`config.mk`:
```
export PLATFORM = sky130hd
export DESIGN_NAME = exc_handler_flat
export DESIGN_NICKNAME = d
export VERILOG_FILES = /design/src/rtl/exc_handler_if.sv /design/src/rtl/exc_handler.sv /design/src/flat_wrapper.sv
export SDC_FILE = /design/constraint.sdc
export NUM_CORES = 1
export LEC_CHECK = 0
export CAP_MARGIN = 20
export CORE_UTILIZATION = 43
export DETAILED_ROUTE_END_ITERATION = 16
export PLACE_DENSITY = 0.83
export SYNTH_ARGS = -nofsm -noshare
export SYNTH_HDL_FRONTEND = slang
export SYNTH_SLANG_ARGS = --single-unit
```
`constraint.sdc`:
```
create_clock -name clk -period 1.9 [get_ports clk]
set_input_delay 0.475 -clock clk [delete_from_list [all_inputs] [get_ports clk]]
set_output_delay 0.475 -clock clk [all_outputs]
set_load 0.02 [all_outputs]
```
`src/rtl/exc_handler_if.sv`:
```
// Exception handler bus: CSR, pipeline control, host port and scheduler signals.
interface exc_handler_if;
   localparam int unsigned CAUSE_W = 6;
   localparam int unsigned THR_W   = 8;
   localparam int unsigned CNT_W   = 16;

   logic               csr_stall;
   logic [CAUSE_W-1:0] ex_cause;
   logic [THR_W-1:0]   cause_thr;
   logic               pipe_empty;
   logic               host_ack;
   logic               host_resume;

   logic               pipe_flush;
   logic               host_req;
   logic [CAUSE_W-1:0] host_cause;
   logic [THR_W-1:0]   host_thr;
   logic               thr_kill;
   logic [THR_W-1:0]   thr_kill_id;
   logic               clr_ex;
   logic [CNT_W-1:0]   exc_count;
   logic               drain_err;

   // Handler side
   modport slave (
      input  csr_stall, ex_cause, cause_thr, pipe_empty, host_ack, host_resume,
      output pipe_flush, host_req, host_cause, host_thr, thr_kill, thr_kill_id,
             clr_ex, exc_count, drain_err
   );

   // Environment side (CSR, pipeline, host, scheduler)
   modport master (
      output csr_stall, ex_cause, cause_thr, pipe_empty, host_ack, host_resume,
      input  pipe_flush, host_req, host_cause, host_thr, thr_kill, thr_kill_id,
             clr_ex, exc_count, drain_err
   );
endinterface

```
`src/rtl/exc_handler.sv`:
```
// Trap controller: drains the pipeline on a CSR exception, reports it to the
// host, resumes or kills the offending thread and releases the CSR stall.
module exc_handler #(
   parameter int unsigned DRAIN_TIMEOUT = 16
) (
   input  logic         clk,
   input  logic         rst_n,
   exc_handler_if.slave bus
);
   localparam int unsigned CAUSE_W = 6;
   localparam int unsigned THR_W   = 8;
   localparam int unsigned CNT_W   = 16;
   localparam int unsigned DRAIN_W = 8;

   localparam logic [CAUSE_W-1:0] CAUSE_ALU = 6'h01;
   localparam logic [CAUSE_W-1:0] CAUSE_BRK = 6'h3F;
   localparam logic [DRAIN_W-1:0] DRAIN_LAST = DRAIN_W'(DRAIN_TIMEOUT - 1);

   typedef enum logic [2:0] {
      ST_IDLE,
      ST_FLUSH,
      ST_REPORT,
      ST_KILL,
      ST_CLEAR,
      ST_WAIT
   } state_e;

   state_e             state_q, state_d;
   logic [CAUSE_W-1:0] cause_q, cause_d;
   logic [THR_W-1:0]   thr_q, thr_d;
   logic [CNT_W-1:0]   count_q, count_d;
   logic [DRAIN_W-1:0] drain_q, drain_d;
   logic               derr_q, derr_d;
   logic               flush_q, flush_d;
   logic               req_q, req_d;
   logic               kill_q, kill_d;
   logic               clr_q, clr_d;

   // Next-state, latch and registered-output decode
   always_comb begin
      state_d = state_q;
      cause_d = cause_q;
      thr_d   = thr_q;
      count_d = count_q;
      drain_d = drain_q;
      derr_d  = derr_q;

      unique case (state_q)
         ST_IDLE: begin
            drain_d = '0;
            if (bus.csr_stall) begin
               state_d = ST_FLUSH;
               cause_d = bus.ex_cause;
               thr_d   = bus.cause_thr;
               if (count_q != '1) count_d = count_q + CNT_W'(1);
            end
         end
         ST_FLUSH: begin
            if (bus.pipe_empty || (drain_q == DRAIN_LAST)) begin
               if (!bus.pipe_empty) derr_d = 1'b1;
               state_d = (cause_q == CAUSE_ALU) ? ST_CLEAR : ST_REPORT;
            end else begin
               drain_d = drain_q + DRAIN_W'(1);
            end
         end
         ST_REPORT: begin
            if (bus.host_ack) begin
               state_d = ((cause_q == CAUSE_BRK) && bus.host_resume) ? ST_CLEAR : ST_KILL;
            end
         end
         ST_KILL:  state_d = ST_CLEAR;
         ST_CLEAR: state_d = ST_WAIT;
         ST_WAIT: begin
            if (!bus.csr_stall) state_d = ST_IDLE;
         end
         default:  state_d = ST_IDLE;
      endcase

      flush_d = (state_d == ST_FLUSH);
      req_d   = (state_d == ST_REPORT);
      kill_d  = (state_d == ST_KILL);
      clr_d   = (state_d == ST_CLEAR);
   end

   // State, latches and output registers
   always_ff @(posedge clk or negedge rst_n) begin
      if (!rst_n) begin
         state_q <= ST_IDLE;
         cause_q <= '0;
         thr_q   <= '0;
         count_q <= '0;
         drain_q <= '0;
         derr_q  <= 1'b0;
         flush_q <= 1'b0;
         req_q   <= 1'b0;
         kill_q  <= 1'b0;
         clr_q   <= 1'b0;
      end else begin
         state_q <= state_d;
         cause_q <= cause_d;
         thr_q   <= thr_d;
         count_q <= count_d;
         drain_q <= drain_d;
         derr_q  <= derr_d;
         flush_q <= flush_d;
         req_q   <= req_d;
         kill_q  <= kill_d;
         clr_q   <= clr_d;
      end
   end

   assign bus.pipe_flush  = flush_q;
   assign bus.host_req    = req_q;
   assign bus.host_cause  = cause_q;
   assign bus.host_thr    = thr_q;
   assign bus.thr_kill    = kill_q;
   assign bus.thr_kill_id = thr_q;
   assign bus.clr_ex      = clr_q;
   assign bus.exc_count   = count_q;
   assign bus.drain_err   = derr_q;
endmodule

```
`src/flat_wrapper.sv`:
```
// flat-port wrapper written by rule: the top's interface ports become plain ports
module exc_handler_flat 
#(
   parameter int unsigned DRAIN_TIMEOUT = 16
)
  (clk, rst_n, bus_csr_stall, bus_ex_cause, bus_cause_thr, bus_pipe_empty, bus_host_ack, bus_host_resume, bus_pipe_flush, bus_host_req, bus_host_cause, bus_host_thr, bus_thr_kill, bus_thr_kill_id, bus_clr_ex, bus_exc_count, bus_drain_err);
  exc_handler_if bus_i ();
  input  logic clk;
  input  logic rst_n;
  input wire logic [$bits(bus_i.csr_stall)-1:0] bus_csr_stall;
  input wire logic [$bits(bus_i.ex_cause)-1:0] bus_ex_cause;
  input wire logic [$bits(bus_i.cause_thr)-1:0] bus_cause_thr;
  input wire logic [$bits(bus_i.pipe_empty)-1:0] bus_pipe_empty;
  input wire logic [$bits(bus_i.host_ack)-1:0] bus_host_ack;
  input wire logic [$bits(bus_i.host_resume)-1:0] bus_host_resume;
  output wire logic [$bits(bus_i.pipe_flush)-1:0] bus_pipe_flush;
  output wire logic [$bits(bus_i.host_req)-1:0] bus_host_req;
  output wire logic [$bits(bus_i.host_cause)-1:0] bus_host_cause;
  output wire logic [$bits(bus_i.host_thr)-1:0] bus_host_thr;
  output wire logic [$bits(bus_i.thr_kill)-1:0] bus_thr_kill;
  output wire logic [$bits(bus_i.thr_kill_id)-1:0] bus_thr_kill_id;
  output wire logic [$bits(bus_i.clr_ex)-1:0] bus_clr_ex;
  output wire logic [$bits(bus_i.exc_count)-1:0] bus_exc_count;
  output wire logic [$bits(bus_i.drain_err)-1:0] bus_drain_err;
  assign bus_i.csr_stall = bus_csr_stall;
  assign bus_i.ex_cause = bus_ex_cause;
  assign bus_i.cause_thr = bus_cause_thr;
  assign bus_i.pipe_empty = bus_pipe_empty;
  assign bus_i.host_ack = bus_host_ack;
  assign bus_i.host_resume = bus_host_resume;
  assign bus_pipe_flush = bus_i.pipe_flush;
  assign bus_host_req = bus_i.host_req;
  assign bus_host_cause = bus_i.host_cause;
  assign bus_host_thr = bus_i.host_thr;
  assign bus_thr_kill = bus_i.thr_kill;
  assign bus_thr_kill_id = bus_i.thr_kill_id;
  assign bus_clr_ex = bus_i.clr_ex;
  assign bus_exc_count = bus_i.exc_count;
  assign bus_drain_err = bus_i.drain_err;
  exc_handler #(.DRAIN_TIMEOUT(DRAIN_TIMEOUT)) u_core (.clk(clk), .rst_n(rst_n), .bus(bus_i));
endmodule
```
# ---- After elaboration in Yosys (flattened, before gate mapping)
# Cells that the tools add are included.
dict set report word_totals {
  wordCells 44
  out_inout_bits 43
  ff_bits 46
}
dict set report op_classes {
  n_eq_ne 14
  n_addsub 2
  n_reduce_logical 8
  muxes 9
  bitwise 1
}
# operator n
set op_table {}
lappend op_table {{$mux W3} 6}
lappend op_table {{$pmux W3 S6} 1}
lappend op_table {{$add A16 B1 Y16 const B} 1}
lappend op_table {{$ne A16 B16 Y1 const B} 1}
lappend op_table {{$pmux W8 S2} 1}
lappend op_table {{$eq A3 B2 Y1 const B} 4}
lappend op_table {{$eq A3 B3 Y1 const B} 3}
lappend op_table {{$add A8 B1 Y8 const B} 1}
lappend op_table {{$eq A8 B4 Y1 const B} 1}
lappend op_table {{$mux W8} 1}
lappend op_table {{$eq A3 B1 Y1 const B} 2}
lappend op_table {{$eq A6 B1 Y1 const B} 1}
lappend op_table {{$eq A6 B6 Y1 const B} 1}
lappend op_table {{$reduce_and A3 Y1} 2}
lappend op_table {{$reduce_and A2 Y1} 2}
lappend op_table {{$logic_not A3 Y1} 1}
lappend op_table {{$ne A2 B2 Y1 const B} 1}
lappend op_table {{$reduce_bool A2 Y1} 1}
lappend op_table {{$logic_and A1 B1 Y1} 1}
lappend op_table {{$logic_or A1 B1 Y1} 1}
lappend op_table {{$not A1 Y1} 1}

# ---- Longest topological paths before layout
dict set report depth {
  word_depth 6
  mapped_depth 6
}

# ---- Least setup slack after synthesis
# OpenSTA, ideal clock, no wires.
dict set report synth_timing {
  kind {register -> register}
  startpoint {register u_core.state_q[1]}
  endpoint {register u_core.drain_q[5]}
  required_time_ns 1.822
  period_less_slack_ns 1.984
  path_stages_with_launch 6
  arrival_time_ns 1.907
  slack_ns -0.084
  cell_sequence {dfrtp_1 > or4b_4 > a21o_1 > buf_6 > or4_1 > a21oi_1}
}
dict set report synth_between {
  elab_chain_cells 3
  word_cells_on_any_way 6
}
# element line_no
set synth_rtl {}
lappend synth_rtl {{start, declared} exc_handler.sv:28} ;# state_e state_q, state_d;
lappend synth_rtl {{start signal, assigned} exc_handler.sv:99} ;# state_q <= state_d;
lappend synth_rtl {{$eq A3 B1 Y1 or $logic_not A3 Y1 (tied branches)} exc_handler.sv:48} ;# unique case (state_q)
lappend synth_rtl {{$ne A2 B2 Y1 (no line) or $reduce_bool A2 Y1 (tied branches)} --}
lappend synth_rtl {{$reduce_and A2 Y1 (no line)} --}
lappend synth_rtl {{end signal, assigned} exc_handler.sv:103} ;# drain_q <= drain_d;
lappend synth_rtl {{end, declared} exc_handler.sv:32} ;# logic [DRAIN_W-1:0] drain_q, drain_d;
# Parallel ways exist; a longest one is shown, timed or not.
# A chain may end at the register's enable or synchronous reset.

# ---- Final worst setup path
# Same ends and word-level chain as after synthesis.

==> impl_metrics.yaml <==
run_status:
  run_status: "complete, no violations"
clocking:
  clock_insertion_delay_worst_skew_ns: 0.30
  cts_buffer_depth: 2
  sinks_on_clock_net: 46
  worst_setup_hold_path_clk_slew_ns: 0.08
  cts_tree: "yes"
  h-tree-depth: 2
  cts_buffers: 5
  cts-root-buf: "clkbuf_8"
floorplan:
  floorplan.rows: 25
  io_pins: 63
  floorplan.initialDensity_pct: 45.8
  fp.coreArea_mm2: 0.00482
  die_h_um: 73.6
  die_span_x_um: 73.6
  die_footprint_mm2: 0.00542
finish:
  area.growth.synth_to_final_pct: 44.6
  nets: 301
  final_common_cell: "clkdlybuf4s50_1"
  layout.cell_area.non_filler_mm2: 0.00319
  insertedDiodeCount: 0
  fillers: 401
  most_frequent_cells_in_the_layout: "56 x clkdlybuf4s50_1, 46 x dfrtp_1, 25 x buf_4"
  finalNonFillerCells: 346
  share_of_layout_cells_above_drive_strength_1_pct: 23.3
timing:
  final_min_period_over_clock_period_pct: 99.8
  worst_hold_slack_ns: 0.141
  slew-limit-headroom_pct: 75.1
  timing.clock.skew_ns: 0.00313
  finalHoldViolations: 0
  drv_slew: 0
  timing_worst_slew_pin_value_ns: 0.371
  timing.fmax_ghz: 0.527
  timing.final.crit_period_ns: 1.90
  setup_viol: 0
  totalNegativeSetupSlack_ns: 0
  rsz0062_at_grt: "yes"
synthesis:
  synthesis.nets: 220
  netlist_instances: 198
  synth.ff_latch_count: 46
  avgSynthCellArea_um2: 11.1
  post_synth_instance_area_mm2: 0.00221
  netlist-cell-type-count: 46
  yosysSeqAreaShare_pct: 52.2
  synthesis.yosys.warnings: 0
critical_path:
  critical_path.endpoint_type: "flip-flop"
  critPathLaunchType: "flip-flop"
  arrival_ns: 2.13
  required_ns: 2.13
  cp_max_fo: 5
  worstSetupPathType: "reg2reg"
global_routing:
  gr-total-overflow: 0
  first_global_vias: 1784
  grt_pass1_wl_um: 8000
  grt_start_max_net_pins: 47
  track_usage_pct: 19.7
  antenna_found_initial: 0
routing:
  viasPerCell: 5.34
  wl_um: 5090
  detail_route.wl_per_cell_um: 14.7
  drt_drc_violations_left: 0
  drt_pass1_iterations: 4
  detailroute.via_count: 1848
  antenna_violating_nets_post_route: 0
  detailedRoute.firstIterationViolations: 125
placement:
  gp_congestion: 0.861
  detailedPlacementHpwl_um: 3600
  dp_cells: 338
  place_area_mm2: 0.00302
  port-buffer-count: 62
pwr:
  power.static_leakage_uw: 0.00143
  power.total_uw: 4480
  power.ir.vdd_worst_uv: 888
  power-per-cell-area_mw_per_mm2: 1400
hold_path:
  holdCritPathClass: "in2async"
flow_run:
  maxCapViolations: 0
kinds of logic after synthesis:
| kind of cell | count (synthesis) | synth area share [%] |
|---|---|---|
| adder cells (fa/ha/maj) | 2 | 1.13 |
| AO/OA/AOI/OAI | 33 | 10.0 |
| multiplexers | 18 | 9.13 |
| buffers and inverters | 21 | 5.33 |
| AND/OR/NAND/NOR | 66 | 17.4 |
| XOR/XNOR | 12 | 4.76 |
| flip-flops | 46 | 52.2 |
through the flow:
| step | util (%) | setup WS (ns) |
|---|---|---|
| after floorplan | - | -0.0840 |
| after CTS | 65.4 | -0.0563 |
| after global routing | 66.2 | -0.0516 |
| final | 66.2 | 0.00372 |
| after detailed placement | 62.8 | -0.628 |
| after global placement | 62.8 | -0.567 |
path summary, 6_finish.rpt:
kind / slack, ns / end / start / depth (start not counted)
min: 0.14 / u_core.bus.host_cause[3] / rst_n / 2
max reg2reg: 0.004 / u_core.drain_q[5] / u_core.state_q[1] / 5
max in group asynchronous: 1.54 / u_core.bus.exc_count[10] / rst_n / 2
min reg2reg: 0.46 / u_core.bus.drain_err / u_core.bus.drain_err / 1
max: 0.004 / u_core.drain_q[5] / u_core.state_q[1] / 5
min in group clk: 0.46 / u_core.bus.drain_err / u_core.bus.drain_err / 1
flip-flops by register name (all words and copies together) (netlist names):
signal and flops:
u_core.bus.clr_ex 1, u_core.bus.drain_err 1, u_core.bus.exc_count 16, u_core.bus.host_cause 6, u_core.bus.host_req 1, u_core.bus.host_thr 8
u_core.bus.pipe_flush 1, u_core.bus.thr_kill 1, u_core.drain_q 8, u_core.state_q 3
report_power, final:
part	total, uW	switching [uW]	internal [uW]	leakage (uW)
clock network	746	325	421	0.0000573
logic	2190	1050	1150	0.000796
registers	1540	260	1280	0.000576
total	4480	1630	2850	0.00143
cell type report:
type	instances	area, um^2	share of cell area (%)
Sequential cell	46	1150	36.1
Tap cell	67	83.8	2.63
Inverter	7	26.3	0.824
Clock buffer	6	82.6	2.59
Multi-Input combinational cell	131	983	30.8
Clock inverter	1	30.0	0.942
Timing Repair Buffer	88	832	26.1
critical path, cell delays in order, from the launching register on:
cell and delay (ns):
dfrtp_1 0.38, buf_4 0.15, or4b_4 0.54, a21o_1 0.21, or4_1 0.41, a21oi_1 0.13
layer usage:
metal	wire length (um)	vias to the layer above	GRT usage [%]
met5	0	-	0
met2	2490	74	32.3
li1	-	878	-
met4	63	0	6.84
met1	2170	889	24.4
met3	372	7	6.45
repair_timing:
action / in CTS / in global routing
gates cloned: 0 / 0
hold buffers: 0 / 0
setup endpoints to repair: 14 / 17
endpoints found under the hold margin: 0 / 0
pin swaps: 5 / 3
resized for setup: 4 / 10
buffers inserted: 1 / 0
synthesized netlist by cell type (all sizes together):
| cell type | number | area share (%) |
|---|---|---|
| a221oi | 1 | 0.40 |
| nor3b | 1 | 0.34 |
| and4 | 1 | 0.40 |
| buf | 11 | 3.6 |
| nor4b | 1 | 0.40 |
| or4b | 2 | 1.1 |
| nor4bb | 1 | 0.45 |
| o311a | 1 | 0.45 |
| nand4b | 2 | 0.79 |
| nor4 | 2 | 0.57 |
| o21ai | 6 | 1.4 |
| and3 | 4 | 1.1 |
| a311oi | 1 | 0.40 |
| a21oi | 7 | 1.6 |
| ha | 2 | 1.1 |
| o31ai | 2 | 0.68 |
| a32oi | 1 | 0.40 |
| nor3 | 5 | 1.4 |
| clkbuf | 3 | 0.51 |
| and2b | 1 | 0.34 |
| a211oi | 5 | 1.7 |
| nand2 | 12 | 2.0 |
| nand3b | 2 | 0.68 |
| or4 | 2 | 0.68 |
| nor2b | 4 | 1.1 |
| a31o | 2 | 0.79 |
| or2 | 1 | 0.28 |
| nor2 | 8 | 1.4 |
| and3b | 1 | 0.40 |
| dfrtp | 46 | 52 |
| nand3 | 10 | 2.3 |
| a41oi | 1 | 0.40 |
| or3 | 2 | 0.57 |
| nand4 | 4 | 1.1 |
| xnor2 | 7 | 2.8 |
| mux2i | 1 | 0.45 |
| xor2 | 5 | 2.0 |
| mux2 | 17 | 8.7 |
| a31oi | 3 | 0.85 |
| a21o | 3 | 1.0 |
| inv | 7 | 1.2 |
(Power assumes the default switching activity.)
